File: src/rtl/riscv_pkg.sv
// riscv_pkg: shared definitions for the instruction fetch slice.
//   - fetch_state_e : fetch FSM states (BOOT / RUN / TRAP)
//   - XLEN_DEF      : default PC / instruction width
//   - RESET_PC_DEF  : default first fetch byte address
//   - PC_INCR       : sequential PC increment in bytes
package riscv_pkg;

    localparam int          XLEN_DEF     = 32;
    localparam logic [31:0] RESET_PC_DEF = 32'h0000_0000;
    localparam int          PC_INCR      = 4;

    typedef enum logic [1:0] {
        BOOT = 2'd0,
        RUN  = 2'd1,
        TRAP = 2'd2
    } fetch_state_e;

endpackage

File: src/rtl/fetch_pc_gen.sv
// fetch_pc_gen: program counter register with next-PC selection.
// Ports:
//   clk_i      : clock, rising edge
//   rst_i      : asynchronous active-high reset, loads RESET_PC
//   redirect_i : load target_i into the PC (highest priority)
//   target_i   : redirect target byte address
//   advance_i  : step the PC by PC_INCR (wraps modulo 2^XLEN)
//   pc_o       : current PC
module fetch_pc_gen
    import riscv_pkg::*;
#(
    parameter int              XLEN     = XLEN_DEF,
    parameter logic [XLEN-1:0] RESET_PC = XLEN'(RESET_PC_DEF)
) (
    input  logic            clk_i,
    input  logic            rst_i,
    input  logic            redirect_i,
    input  logic [XLEN-1:0] target_i,
    input  logic            advance_i,
    output logic [XLEN-1:0] pc_o
);

    logic [XLEN-1:0] pc_q;
    logic [XLEN-1:0] pc_d;

    always_comb begin
        pc_d = pc_q;
        if (redirect_i) begin
            pc_d = target_i;
        end else if (advance_i) begin
            pc_d = pc_q + XLEN'(PC_INCR);
        end
    end

    always_ff @(posedge clk_i or posedge rst_i) begin
        if (rst_i) begin
            pc_q <= RESET_PC;
        end else begin
            pc_q <= pc_d;
        end
    end

    assign pc_o = pc_q;

endmodule

File: src/rtl/instruction_fetch.sv
// instruction_fetch: single-stage fetch with IF/ID register and valid/ready
// handshake toward decode.
// Ports:
//   clk            : clock, rising edge
//   rst            : asynchronous active-high reset
//   imem_addr      : word address into instruction memory (pc[AW+1:2])
//   imem_rdata     : combinational read data for imem_addr
//   redirect_valid : branch/jump redirect request, overrides load/stall
//   redirect_pc    : redirect target byte address
//   out_valid      : IF/ID register holds a valid instruction
//   out_ready      : decode accepts the IF/ID entry this cycle
//   out_instr      : fetched instruction
//   out_pc         : byte address of out_instr
//   misalign_trap  : sticky misaligned-redirect flag
// Build option FETCH_MISALIGN_TRAP_EN: when defined, a redirect to a
// non-word-aligned target enters TRAP (left only by reset). When undefined
// the low two target bits are dropped and misalign_trap is tied low.
//
// state | meaning
// BOOT  | one cycle after reset, no capture; a redirect still loads the PC
// RUN   | fetching; capture when the IF/ID slot is empty or being drained
// TRAP  | misaligned redirect seen; PC frozen, out_valid low, redirects ignored
module instruction_fetch
    import riscv_pkg::*;
#(
    parameter int              DEPTH    = 256,
    parameter int              XLEN     = XLEN_DEF,
    parameter logic [XLEN-1:0] RESET_PC = XLEN'(RESET_PC_DEF)
) (
    input  logic                     clk,
    input  logic                     rst,
    output logic [$clog2(DEPTH)-1:0] imem_addr,
    input  logic [XLEN-1:0]          imem_rdata,
    input  logic                     redirect_valid,
    input  logic [XLEN-1:0]          redirect_pc,
    output logic                     out_valid,
    input  logic                     out_ready,
    output logic [XLEN-1:0]          out_instr,
    output logic [XLEN-1:0]          out_pc,
    output logic                     misalign_trap
);

    localparam int AW = $clog2(DEPTH);

    fetch_state_e    state_q, state_d;
    logic [XLEN-1:0] pc;
    logic [XLEN-1:0] target;
    logic            misaligned;
    logic            pc_redirect;
    logic            pc_advance;

    logic            valid_q, valid_d;
    logic [XLEN-1:0] instr_q, instr_d;
    logic [XLEN-1:0] opc_q, opc_d;

    // Target is always word aligned; a misaligned request either traps or
    // silently drops its low bits, depending on the build.
    assign target = {redirect_pc[XLEN-1:2], 2'b00};
`ifdef FETCH_MISALIGN_TRAP_EN
    assign misaligned = (redirect_pc[1:0] != 2'b00);
`else
    logic unused_low_bits;
    assign unused_low_bits = ^redirect_pc[1:0];
    assign misaligned      = 1'b0;
`endif

    always_comb begin
        state_d     = state_q;
        pc_redirect = 1'b0;
        pc_advance  = 1'b0;
        valid_d     = valid_q;
        instr_d     = instr_q;
        opc_d       = opc_q;
        case (state_q)
            BOOT: begin
                state_d = RUN;
                if (redirect_valid) begin
                    if (misaligned) begin
                        state_d = TRAP;
                    end else begin
                        pc_redirect = 1'b1;
                    end
                end
            end
            RUN: begin
                if (redirect_valid) begin
                    valid_d = 1'b0;
                    if (misaligned) begin
                        state_d = TRAP;
                    end else begin
                        pc_redirect = 1'b1;
                    end
                end else if (!valid_q || out_ready) begin
                    valid_d    = 1'b1;
                    instr_d    = imem_rdata;
                    opc_d      = pc;
                    pc_advance = 1'b1;
                end
            end
            TRAP: begin
                valid_d = 1'b0;
            end
            default: begin
                state_d = BOOT;
                valid_d = 1'b0;
            end
        endcase
    end

    always_ff @(posedge clk or posedge rst) begin
        if (rst) begin
            state_q <= BOOT;
            valid_q <= 1'b0;
            instr_q <= '0;
            opc_q   <= '0;
        end else begin
            state_q <= state_d;
            valid_q <= valid_d;
            instr_q <= instr_d;
            opc_q   <= opc_d;
        end
    end

    fetch_pc_gen #(
        .XLEN     (XLEN),
        .RESET_PC (RESET_PC)
    ) u_pc_gen (
        .clk_i      (clk),
        .rst_i      (rst),
        .redirect_i (pc_redirect),
        .target_i   (target),
        .advance_i  (pc_advance),
        .pc_o       (pc)
    );

    // PCs beyond the memory simply alias onto it.
    assign imem_addr = pc[AW+1:2];
    assign out_valid = valid_q;
    assign out_instr = instr_q;
    assign out_pc    = opc_q;

`ifdef FETCH_MISALIGN_TRAP_EN
    assign misalign_trap = (state_q == TRAP);
`else
    assign misalign_trap = 1'b0;
`endif

endmodule

File: config.mk
export PLATFORM = sky130hd
export DESIGN_NAME = instruction_fetch
export DESIGN_NICKNAME = d
export VERILOG_FILES = /design/src/rtl/riscv_pkg.sv /design/src/rtl/fetch_pc_gen.sv /design/src/rtl/instruction_fetch.sv
export SDC_FILE = /design/constraint.sdc
export NUM_CORES = 1
export LEC_CHECK = 0
export BUFFER_PORTS_ARGS = -buffer_cell sky130_fd_sc_hd__buf_2
export CAP_MARGIN = 10
export CORE_MARGIN = 2
export CORE_UTILIZATION = 40
export CTS_CLUSTER_SIZE = 8
export DETAILED_ROUTE_END_ITERATION = 6
export GPL_TIMING_DRIVEN = 0
export PLACE_DENSITY = 0.65
export SLEW_MARGIN = 20
export SYNTH_ARGS = -nofsm -noshare
export SYNTH_HDL_FRONTEND = slang
export SYNTH_SLANG_ARGS = --single-unit
File: constraint.sdc
create_clock -name clk -period 7.2 [get_ports clk]
set_input_delay 0.36 -clock clk [delete_from_list [all_inputs] [get_ports clk]]
set_output_delay 0.36 -clock clk [all_outputs]
set_load 0.01 [all_outputs]
==> reports/qor.yml <==
grt.overflow.total: 0
cts_tree: "done"
setup.worst_path.start_class: "flip-flop"
die_height_um: 109
pre_cts_ws_ps: 4760
fill_cell_count: 1040
cellLeakagePower_nw: 2.43
track_usage_pct: 19.7
hold-worst-slack_ps: 214
dpl-instance-area_um2: 5280
postSynthCellCount: 387
report.power.total_mw: 1.30
synth_top_cells_by_area: "dfrtp_1 (54%), mux2_2 (16%), o31ai_1 (2.6%)"
ys_async_sr_fraction_pct: 100
tritoncts_buffer_count: 9
pwrdens_nw_per_um2: 239
status: "complete, no violations"
period_needed_ps: 2350
cts_resized: 0
die-area_um2: 11800
detail_route.vias_per_cell: 5.25
setup_tns_ps: 0
global_route_wire_length_before_repair_um: 18100
rows: 38
clock_tree_buf_depth: 2
count_of_clock_tree_sinks: 94
synth_area_leader_cell: "dfrtp_1"
synth-adder-area-share_pct: 0.285
clock-root-buffer: "clkbuf_8"
postLayoutCellArea_um2: 5440
multi_input_comb_area_um2: 1860
layoutNonFillerInstCount: 680
initial_core_util_pct: 40.8
fin_crit_share_pct: 32.6
synth_top_cell_area_share_pct: 53.6
synthSimpleGateAreaFrac_pct: 16.1
post_cts_hold_buffer_count: 1
numPortBuffers: 135
dr.pass1.iters: 4
worst_hold_path.num_cells: 3
maximum_number_of_pins_on_one_net_before_global_route_repair: 60
cap_violations: 0
drt-total-wl_um: 11300
grt_setup_unrepaired: "no"
max-vdd-ir-drop_mv: 0.129
dp_hpwl_um: 8170
diodes: 0
hold_path_class: "in2reg"
nNetsFinal: 606
vias: 3573
setup_fix_buffers_added_after_clock_tree_synthesis: 0
ctsHtreeMaxLevel: 3
grt_pass1_vias: 3565
finalClockSkew_ps: 11.7
hold_viol_final: 0
timing.final.ws_setup_ps: 4850
r2r.worst_path.cells: 6
antenna_found_initial: 0
dp.cells: 665
synth_cell_types: 44
layout.core_utilization_pct: 50.6
yosys-mux-area-fraction_pct: 16.4
synth_seq_cells: 94
layout_commonest_cell: "buf_2"
routabilityCongestion: 0.855
worst_slew_margin_rel_pct: 33.2
mappedNetlistArea_um2: 4390
critPathCaptureType: "flip-flop"
wl_per_cell_um: 16.6
number_of_enable_type_register_cells_in_the_synthesized_netlist: 0
timing.setup.critical_path_class: "reg2reg"
finalMaxSlewViolations: 0
cts.clk_slew.worst_paths_ps: 80
synthesized_area_fraction_occupied_by_ao_oa_aoi_and_oai_cells_pct: 7.99
yosysWarningCount: 0
area_growth_pct: 24.1
core_region_area_um2: 10700
drtAntennaViolNets: 0
floorplan.io_pins: 142
syn_area_per_cell_um2: 11.3
synth_flop_cell: "dfrtp_1"
post_synth_xor_area_fraction_pct: 1.20
clock.fmax_ghz: 0.426
setup_violations: 0
yosysSeqAreaShare_pct: 53.6
layout.cells.most_common_list: "buf_2 (136), dfrtp_1 (94), mux2_2 (63)"
largest_family_of_logic_cells_by_synthesized_area: "multiplexers"
die_width_um: 109
drc: 0
timing.critical_path.required_ps: 7430
arrival_ps: 2580
drt_first_iter_violations: 174
tightestPinTransition_ps: 994
clock_latency_of_the_later_clocked_register_in_the_worst_skew_pair_ps: 360
layout.area.seq_um2: 2350
critPathMaxFanout: 10
drive_gt1_share_pct: 42.2
## cell type report
type                       count  area share (%)
inverter                       7           0.575
sequential                    94            43.2
multi-input combinational    257            34.1
tap                          140            3.22
buffer                        31            2.92
timing repair buffer         137            13.1
clock buffer                  12            2.67
clock inverter                 2           0.184
## flip-flops by register name (all words and copies together), names as in the netlist
| signal | cells |
|---|---|
| out_valid | 1 |
| out_pc | 30 |
| state_q | 1 |
| u_pc_gen.pc_o | 30 |
| out_instr | 32 |
## cells by family after synthesis
kind of cell             count (synthesis)
other                                    2
XOR/XNOR                                 6
AND/OR/NAND/NOR                        131
flip-flops                              94
buffers and inverters                   38
multiplexers                            64
adder cells (fa/ha/maj)                  1
AO/OA/AOI/OAI                           51
## metal layers
layer | GRT usage [%] | vias to the layer above | part of all wire [%]
li1 | - | 1702 | -
met1 | 25.6 | 1747 | 44
met2 | 32.7 | 110 | 48
met3 | 5.02 | 14 | 6.6
met4 | 5.31 | 0 | 1.1
met5 | 0 | - | 0
## worst paths after layout
| kind | to | startpoint | slack, ps |
|---|---|---|---|
| setup reg to reg | u_pc_gen.pc_o[26]$_DFFE_PP0P_ | u_pc_gen.pc_o[4]$_DFFE_PP0P_ | 4850 |
| setup / recovery | u_pc_gen.pc_o[26]$_DFFE_PP0P_ | u_pc_gen.pc_o[4]$_DFFE_PP0P_ | 4850 |
| hold reg to reg | out_instr[14]$_DFFE_PP0P_ | out_instr[14]$_DFFE_PP0P_ | 500 |
| hold / removal | u_pc_gen.pc_o[4]$_DFFE_PP0P_ | redirect_pc[4] | 210 |
| min in group asynchronous | out_instr[0]$_DFFE_PP0P_ | rst | 540 |
| max in group asynchronous | u_pc_gen.pc_o[22]$_DFFE_PP0P_ | rst | 6050 |
## worst max-delay path, stage by stage, from the launching register on
cell and delay [ps]:
dfrtp_1 510, nand4_2 220, or4_1 530, buf_2 200, buf_1 290, o41ai_1 370
nand3_1 110
## cells in the mapped netlist (5+ instances only)
library cell	count
a31oi_1	11
buf_4	11
clkbuf_1	15
dfrtp_1	94
inv_1	6
mux2_2	63
nand2_1	29
nand3_1	17
nand4_1	16
nor2_1	19
nor2b_1	7
nor3_1	8
nor4_1	5
o21ai_0	9
o31ai_1	15
or4_1	14
## where the power goes
group	total (mW)	internal, mW	switching, mW
Sequential	0.680	0.620	0.0602
Combinational	0.316	0.160	0.156
Clock	0.307	0.131	0.177
Total	1.30	0.910	0.393
Power figures use the tool's default switching activity.
